**src/rtl/prng_pkg.sv**
```systemverilog
// Shared constants and helpers for the Galois-LFSR stream generator.
// Width-agnostic step function plus the reject-counter sizing rule.
package prng_pkg;

   localparam logic [7:0]  TAPS_8  = 8'hB8;
   localparam logic [15:0] TAPS_16 = 16'hB400;
   localparam logic [31:0] TAPS_32 = 32'h80200003;
   localparam logic [63:0] TAPS_64 = 64'hD800000000000000;

   // Operands are zero-extended to 64 bits; the mask trims back to width.
   function automatic logic [63:0] galois_step(input logic [63:0] s,
                                               input logic [63:0] taps,
                                               input int unsigned width);
      logic [63:0] mask;
      mask = (width >= 64) ? '1 : ((64'd1 << width) - 64'd1);
      return ((s >> 1) ^ (s[0] ? taps : 64'd0)) & mask;
   endfunction

   function automatic int rej_cnt_w(input int limit);
      return $clog2(limit + 1);
   endfunction

endpackage

```
**src/rtl/lfsr_galois.sv**
```systemverilog
// Galois LFSR with step enable, seed load and a stuck-at-zero recovery guard.
// Exposes the next state's low OUT_W bits as the candidate for the stream.
module lfsr_galois
   import prng_pkg::*;
#(
   parameter int                 W     = 8,
   parameter int                 OUT_W = 8,
   parameter logic [W-1:0]       TAPS  = W'(TAPS_8),
   parameter logic [W-1:0]       SEED  = W'(63)
) (
   input  logic             clk,
   input  logic             reset,
   input  logic             en,
   input  logic             load,
   input  logic [W-1:0]     load_value,
   output logic [OUT_W-1:0] cand
);

   localparam logic [W-1:0] SEED_EFF = (SEED == '0) ? W'(1) : SEED;

   logic [W-1:0] state;
   logic [W-1:0] next;

   assign next = W'(galois_step(64'(state), 64'(TAPS), W));
   assign cand = next[OUT_W-1:0];

   // Load wins over the step; a zero state is never allowed to persist.
   always_ff @(posedge clk or posedge reset) begin
      if (reset)
         state <= SEED_EFF;
      else if (load)
         state <= (load_value != '0) ? load_value : SEED_EFF;
      else if (state == '0)
         state <= SEED_EFF;
      else if (en)
         state <= next;
   end

endmodule

```
**src/rtl/prng_stream_gen.sv**
```systemverilog
// Pseudo-random AXI4-Stream source: LFSR candidates filtered by exclusion and
// a runtime upper bound, with registered output and a reject-limit stall flag.
module prng_stream_gen
   import prng_pkg::*;
#(
   parameter int                          LFSR_WIDTH   = 8,
   parameter logic [LFSR_WIDTH-1:0]       TAPS         = LFSR_WIDTH'(TAPS_8),
   parameter logic [LFSR_WIDTH-1:0]       SEED         = LFSR_WIDTH'(63),
   parameter int                          OUTPUT_SIZE  = 8,
   parameter logic [OUTPUT_SIZE-1:0]      EXCLUDE      = OUTPUT_SIZE'(128),
   parameter bit                          EXCLUDE_EN   = 1'b1,
   parameter int                          REJECT_LIMIT = 1024
) (
   input  logic                   clk,
   input  logic                   reset,
   input  logic                   seed_valid,
   input  logic [LFSR_WIDTH-1:0]  seed_value,
   input  logic [OUTPUT_SIZE-1:0] bound,
   output logic [OUTPUT_SIZE-1:0] tdata,
   output logic                   tvalid,
   input  logic                   tready,
   output logic                   stalled
);

   localparam int CW = rej_cnt_w(REJECT_LIMIT);

   logic [OUTPUT_SIZE-1:0] cand;
   logic [CW-1:0]          rej_cnt;
   logic                   advance;
   logic                   pass;

   assign advance = !tvalid || tready;
   assign pass    = !(EXCLUDE_EN && cand == EXCLUDE) && (bound == '0 || cand < bound);
   assign stalled = (rej_cnt == CW'(REJECT_LIMIT));

   lfsr_galois #(
      .W     (LFSR_WIDTH),
      .OUT_W (OUTPUT_SIZE),
      .TAPS  (TAPS),
      .SEED  (SEED)
   ) u_lfsr (
      .clk        (clk),
      .reset      (reset),
      .en         (advance),
      .load       (seed_valid),
      .load_value (seed_value),
      .cand       (cand)
   );

   // A reseed never retracts a presented beat; otherwise it opens a bubble
   // so the first candidate comes from the new seed.
   always_ff @(posedge clk or posedge reset) begin
      if (reset) begin
         tdata   <= '0;
         tvalid  <= 1'b0;
         rej_cnt <= '0;
      end else if (seed_valid) begin
         rej_cnt <= '0;
         if (advance)
            tvalid <= 1'b0;
      end else if (advance) begin
         if (pass) begin
            tdata   <= cand;
            tvalid  <= 1'b1;
            rej_cnt <= '0;
         end else begin
            tvalid <= 1'b0;
            if (!stalled)
               rej_cnt <= rej_cnt + CW'(1);
         end
      end
   end

endmodule

```
**config.mk**
```make
export PLATFORM = sky130hd
export DESIGN_NAME = prng_stream_gen
export DESIGN_NICKNAME = d
export VERILOG_FILES = /design/src/rtl/prng_pkg.sv /design/src/rtl/lfsr_galois.sv /design/src/rtl/prng_stream_gen.sv
export SDC_FILE = /design/constraint.sdc
export NUM_CORES = 1
export LEC_CHECK = 0
export CAP_MARGIN = 30
export CORE_UTILIZATION = 40
export DETAILED_ROUTE_END_ITERATION = 12
export SETUP_SLACK_MARGIN = 0.4
export SLEW_MARGIN = 10
export SYNTH_ARGS = -nofsm -noshare
export SYNTH_HDL_FRONTEND = slang
export SYNTH_SLANG_ARGS = --single-unit
export TNS_END_PERCENT = 50
```
**constraint.sdc**
```tcl
create_clock -name clk -period 6 [get_ports clk]
set_clock_uncertainty 0.1 [all_clocks]
set_input_delay 1.8 -clock clk [delete_from_list [all_inputs] [get_ports clk]]
set_output_delay 1.8 -clock clk [all_outputs]
set_load 0.01 [all_outputs]
```
After elaboration in Yosys (flattened, before gate mapping)
Cells that the tools add are included.
{"block": "word_totals", "out_inout_bits": 10, "register_bits": 28, "elab_cells": 36, "in_bits": 20}
{"block": "classes", "n_addsub": 1, "n_lt_le_gt_ge": 1, "n_eq_ne": 3, "n_reduce_logical": 12, "mux": 13, "n_bitwise": 2}
{"op": "11-bit 2-to-1 mux", "n": 4}
{"op": "8-bit 2-to-1 mux", "n": 5}
{"op": "8-bit zero test", "n": 2}
{"op": "11-bit by 1-bit adder with 11-bit output (second input constant)", "n": 1}
{"op": "11-bit equality test (second input constant)", "n": 1}
{"op": "8-bit equality test (second input constant)", "n": 1}
{"op": "8-bit less-than comparator", "n": 1}
{"op": "8-bit nonzero test", "n": 1}
{"op": "7-bit by 8-bit bitwise XOR with 8-bit output", "n": 1}
{"op": "1-bit 2-to-1 mux", "n": 4}
{"op": "3-bit by 2-bit inequality test with 1-bit output (second input constant)", "n": 1}
{"op": "3-bit AND reduction", "n": 1}
{"op": "3-bit nonzero test", "n": 1}
{"op": "1-bit zero test", "n": 2}
{"op": "1-bit logical OR", "n": 2}
{"op": "2-bit AND reduction", "n": 1}
{"op": "2-bit nonzero test", "n": 1}
{"op": "1-bit logical AND", "n": 1}
{"op": "1-bit inverter", "n": 1}

Logic depth before layout (Yosys ltp)
{"block": "depth", "depth_word": 8, "depth_mapped": 9, "mapped_depth_nobuf": 7}

Cells and area by module
Synthesis repeated with hierarchy kept, for this count alone.
{"block": "unflattened", "hier_cells": 179, "area_unflattened_um2": 1719.1}
{"module": "prng_stream_gen", "instances": 1, "cells_per_inst": 133, "area_per_inst_um2": 1212.4}
{"module": "lfsr_galois", "instances": 1, "cells_per_inst": 46, "area_per_inst_um2": 506.7}

Worst setup path before layout
No wires, ideal clock.
{"block": "synth_path", "kind": "input port to flip-flop", "from": "in bound[6]", "to": "reg tdata[0]", "setup_time_ns": 0.125, "cell_stages": 7, "path_buffers": 0, "arrival_time_ns": 3.444, "slack_ns": 2.331, "required_ns": 5.775, "cell_sequence": "inv_1 > ha_1 > and3b_1 > o21ai_0 > a21oi_2 > nor4_4 > mux2_2"}
{"block": "synth_via", "elab_chain_cells": 4, "word_cells_on_any_way": 5, "classes_between": "order compare (1); reduce/logical (4)"}
{"item": "start: declaration", "line": "prng_stream_gen.sv:18", "rtl": "input logic [OUTPUT_SIZE-1:0] bound,"}
{"item": "8-bit less-than comparator / 8-bit zero test (equally long branches)", "line": "prng_stream_gen.sv:33", "rtl": "assign pass = !(EXCLUDE_EN && cand == EXCLUDE) && (bound == '0 || cand < bound);"}
{"item": "1-bit logical OR *", "line": "prng_stream_gen.sv:33"}
{"item": "1-bit logical AND *", "line": "prng_stream_gen.sv:33"}
{"item": "3-bit AND reduction (no source line) *"}
{"item": "end signal: assignment", "line": "prng_stream_gen.sv:63", "rtl": "tdata <= cand;"}
{"item": "end: declaration", "line": "prng_stream_gen.sv:19", "rtl": "output logic [OUTPUT_SIZE-1:0] tdata,"}
Mark *: on every way between the ends. The rest lies on a longest branch, timed or not.
A chain may end at the register's enable or synchronous reset.

Worst setup path after layout
{"block": "layout_path", "from": "reg rej_cnt[0]", "to": "out stalled"}
{"block": "layout_via", "elab_chain_cells": 1}
{"item": "start: declaration", "line": "prng_stream_gen.sv:28", "rtl": "logic [CW-1:0] rej_cnt;"}
{"item": "start signal: assignment", "line": "prng_stream_gen.sv:69", "rtl": "rej_cnt <= rej_cnt + CW'(1);"}
{"item": "11-bit equality test", "line": "prng_stream_gen.sv:34", "rtl": "assign stalled = (rej_cnt == CW'(REJECT_LIMIT));"}
{"item": "end: declaration", "line": "prng_stream_gen.sv:22", "rtl": "output logic stalled"}
Every way passes these cells.

==> results_dict.tcl <==
set metrics [dict create \
    dpl.hpwl_mm 2.84 \
    drt_iter0_markers 32 \
    period_share_pct 74.4 \
    place_inst 242 \
    clock_tree.root_cell "clkbuf_8" \
    path_class "reg -> out" \
    ctsLongestPathBuffers 2 \
    grt_pass1_vias 1414 \
    postRouteWirelength_mm 3.63 \
    maxUsedRoutingLayer "met4" \
    synth.most_common_cell "dfrtp_1" \
    slew_headroom_pct 55.0 \
    required_ps 4100 \
    yosys_register_bits 28 \
    final_cell_area_mm2 0.00207 \
    hold_buffers 0 \
    grt_pass1_wl_mm 6.38 \
    nets 227 \
    layout_min_cycle_time_ps 4470 \
    syn_area_mm2 0.00165 \
    async_reset_ff_share_pct 100 \
    tightestPinTransition_ps 670 \
    routed-wl-met3_um 131 \
    io_pins 30 \
    yosys.area.top_type "dfrtp_1" \
    fmax_mhz 224 \
    stdcell_count 246 \
    cts.clk_slew.worst_paths_ps 100 \
    gp_congestion 0.852 \
    drc 0 \
    initial_core_util_pct 43.4 \
    crit_family "simple AND/OR/NAND/NOR gates" \
    hold_viol 0 \
    die_w_um 66.2 \
    cts_sinks 28 \
    synth_ff_type "dfrtp_1" \
    rsz0062_at_grt "no" \
    synth_edf_count 0 \
    clkLatencyLatePin_ps 280 \
    tritoncts "done" \
    layout-drive-gt1-share_pct 12.6 \
    cts_htree_levels 1 \
    setup_viol 0 \
    port_buffers 29 \
    p_leak_nw 0.855 \
    fillCellCount 335 \
    cp_slowest_cell "clkdlybuf4s50_1" \
    synthesis.nets 197 \
    yosysSeqAreaShare_pct 42.9 \
    num_vias 1363 \
    num_antenna_cells 0 \
    postCtsSetupBuffers 0 \
    detail-route-antenna-nets 0 \
    powerDensity_mw_per_mm2 310 \
    wire_per_inst_um 14.8 \
    syn_to_final_growth_pct 25.6 \
    final.setup.tns_ps 0 \
    route.met2.wl_mm 1.93 \
    core-area_mm2 0.00380 \
    postPlaceCellArea_mm2 0.00200 \
    yosys-top-cells-count "22 x dfrtp_1, 19 x nor2_1, 13 x nand2_1" \
    ys_top_cells_by_area "dfrtp_1 33%, dfstp_2 9.6%, ha_1 6.1%" \
    netlist_instances 169 \
    antenna_found_initial 0 \
    vias_per_cell 5.54 \
    critPathCaptureType "primary output" \
    cp.arrival_ps 2570 \
    slew_violations 0 \
    critPathMaxStageDelay_ps 650 \
    yosysWarnings 0 \
    status "complete, no violations" \
    wl_met1_mm 1.54 \
    startpoint_type "register" \
    ir_drop_mv 0.170 \
    synth.distinct_cells 42 \
    cts_buffers 3 \
    cts_resized 0 \
    die_area_mm2 0.00438 \
    syn_area_per_cell_um2 9.76 \
    critPathBufInv 2 \
    path_cells "inv_1 -> ha_1 -> or4bb_1 -> nor4_1 -> clkdlybuf4s50_1" \
    grtUsageTotal_pct 19.0 \
    drt_first_pass_iters 4 \
    grt_overflow 0 \
    grt_max_degree 22 \
    rows 22 \
    hp-class "reg -> reg" \
    die_height_um 66.2 \
    maxCapViolCount 0 \
    whs_ps 420 \
    yosys.area.top_type_share_pct 33.4 \
    critPathMaxFanout 4 \
]
[worst register-to-register path: stages, from the launching register on]
cell and delay, ps:
dfstp_2 650, xor2_1 310, ha_1 290, o21a_1 110, o2111ai_1 220, nor4_2 140, nor4_4 510, mux2_2 410
[area by class of cell]
type	instances	area [um^2]	share of cell area (%)
Clock buffer	3	41.3	1.99
Clock inverter	1	30.0	1.45
Inverter	12	45.0	2.17
Multi-Input combinational cell	123	865	41.7
Sequential cell	28	708	34.2
Tap cell	48	60.1	2.90
Timing Repair Buffer	31	323	15.6
[metal layers]
layer | track usage, % | vias up
li1 | - | 666
met1 | 21.6 | 668
met2 | 36.4 | 24
met3 | 3.45 | 5
met4 | 3.99 | 0
met5 | 0 | -
[cell usage in the layout, fill, tap and decap left out, types with 2 or more instances in the layout]
| master | netlist | layout |
|---|---|---|
| clkdlybuf4s50_1 | 0 | 29 |
| ha_1 | 8 | 8 |
| o311ai_0 | 2 | 2 |
| nand4_1 | 5 | 5 |
| xnor2_1 | 4 | 4 |
| o21ai_0 | 12 | 12 |
| nor2_1 | 19 | 19 |
| inv_1 | 12 | 12 |
| nor4_1 | 4 | 4 |
| nand2_1 | 13 | 13 |
| nand2b_1 | 3 | 3 |
| or4_1 | 5 | 5 |
| o31ai_1 | 2 | 2 |
| mux2i_1 | 3 | 3 |
| dfstp_2 | 6 | 6 |
| clkbuf_8 | 0 | 3 |
| mux2_2 | 8 | 8 |
| a21oi_1 | 7 | 7 |
| dfrtp_1 | 22 | 22 |
| xor2_1 | 7 | 7 |
[through the flow]
stage	setup WS (ps)	power, W	util, %
floorplan	2330	0.000393	-
global placement	1450	0.000490	51.8
detailed placement	1620	0.000499	52.7
CTS	1540	0.000651	54.5
global route	1430	0.000683	54.5
finish	1530	0.000643	54.5
[where the power goes]
part / leakage (nW) / internal, W / switching, W
logic: 0.475 / 0.000123 / 0.0000972
registers: 0.344 / 0.000237 / 0.0000360
clock network: 0.0357 / 0.0000894 / 0.0000602
[state kept, by name, indices dropped and copies added, names as in the netlist]
register / cells
u_lfsr.state: 8
tdata: 8
tvalid: 1
rej_cnt: 11
[logic make-up (layout without fill, tap and decap cells)]
logic type / Yosys count / in the layout / share of synthesized area, %
buf+inv: 18 / 47 / 4.63
fa+ha+maj: 8 / 8 / 6.07
xor+xnor: 11 / 11 / 5.84
mux: 11 / 11 / 7.28
simple gates: 60 / 60 / 20.3
flops: 28 / 28 / 42.9
compound gates: 33 / 33 / 12.9
[final timing paths]
check | start | to | slack [ps] | cells past startpoint
worst max-delay path | rej_cnt[0] | stalled | 1530 | 5
worst min-delay path | tdata[4] | tdata[4] | 420 | 1
worst max register to register | u_lfsr.state[0] | tdata[6] | 3150 | 7
worst min register to register | tdata[4] | tdata[4] | 420 | 1
max in group asynchronous | reset | u_lfsr.state[4] | 3600 | 3
min in group asynchronous | reset | tdata[2] | 1690 | 2
Note: power is estimated with default switching activity, not from simulation.
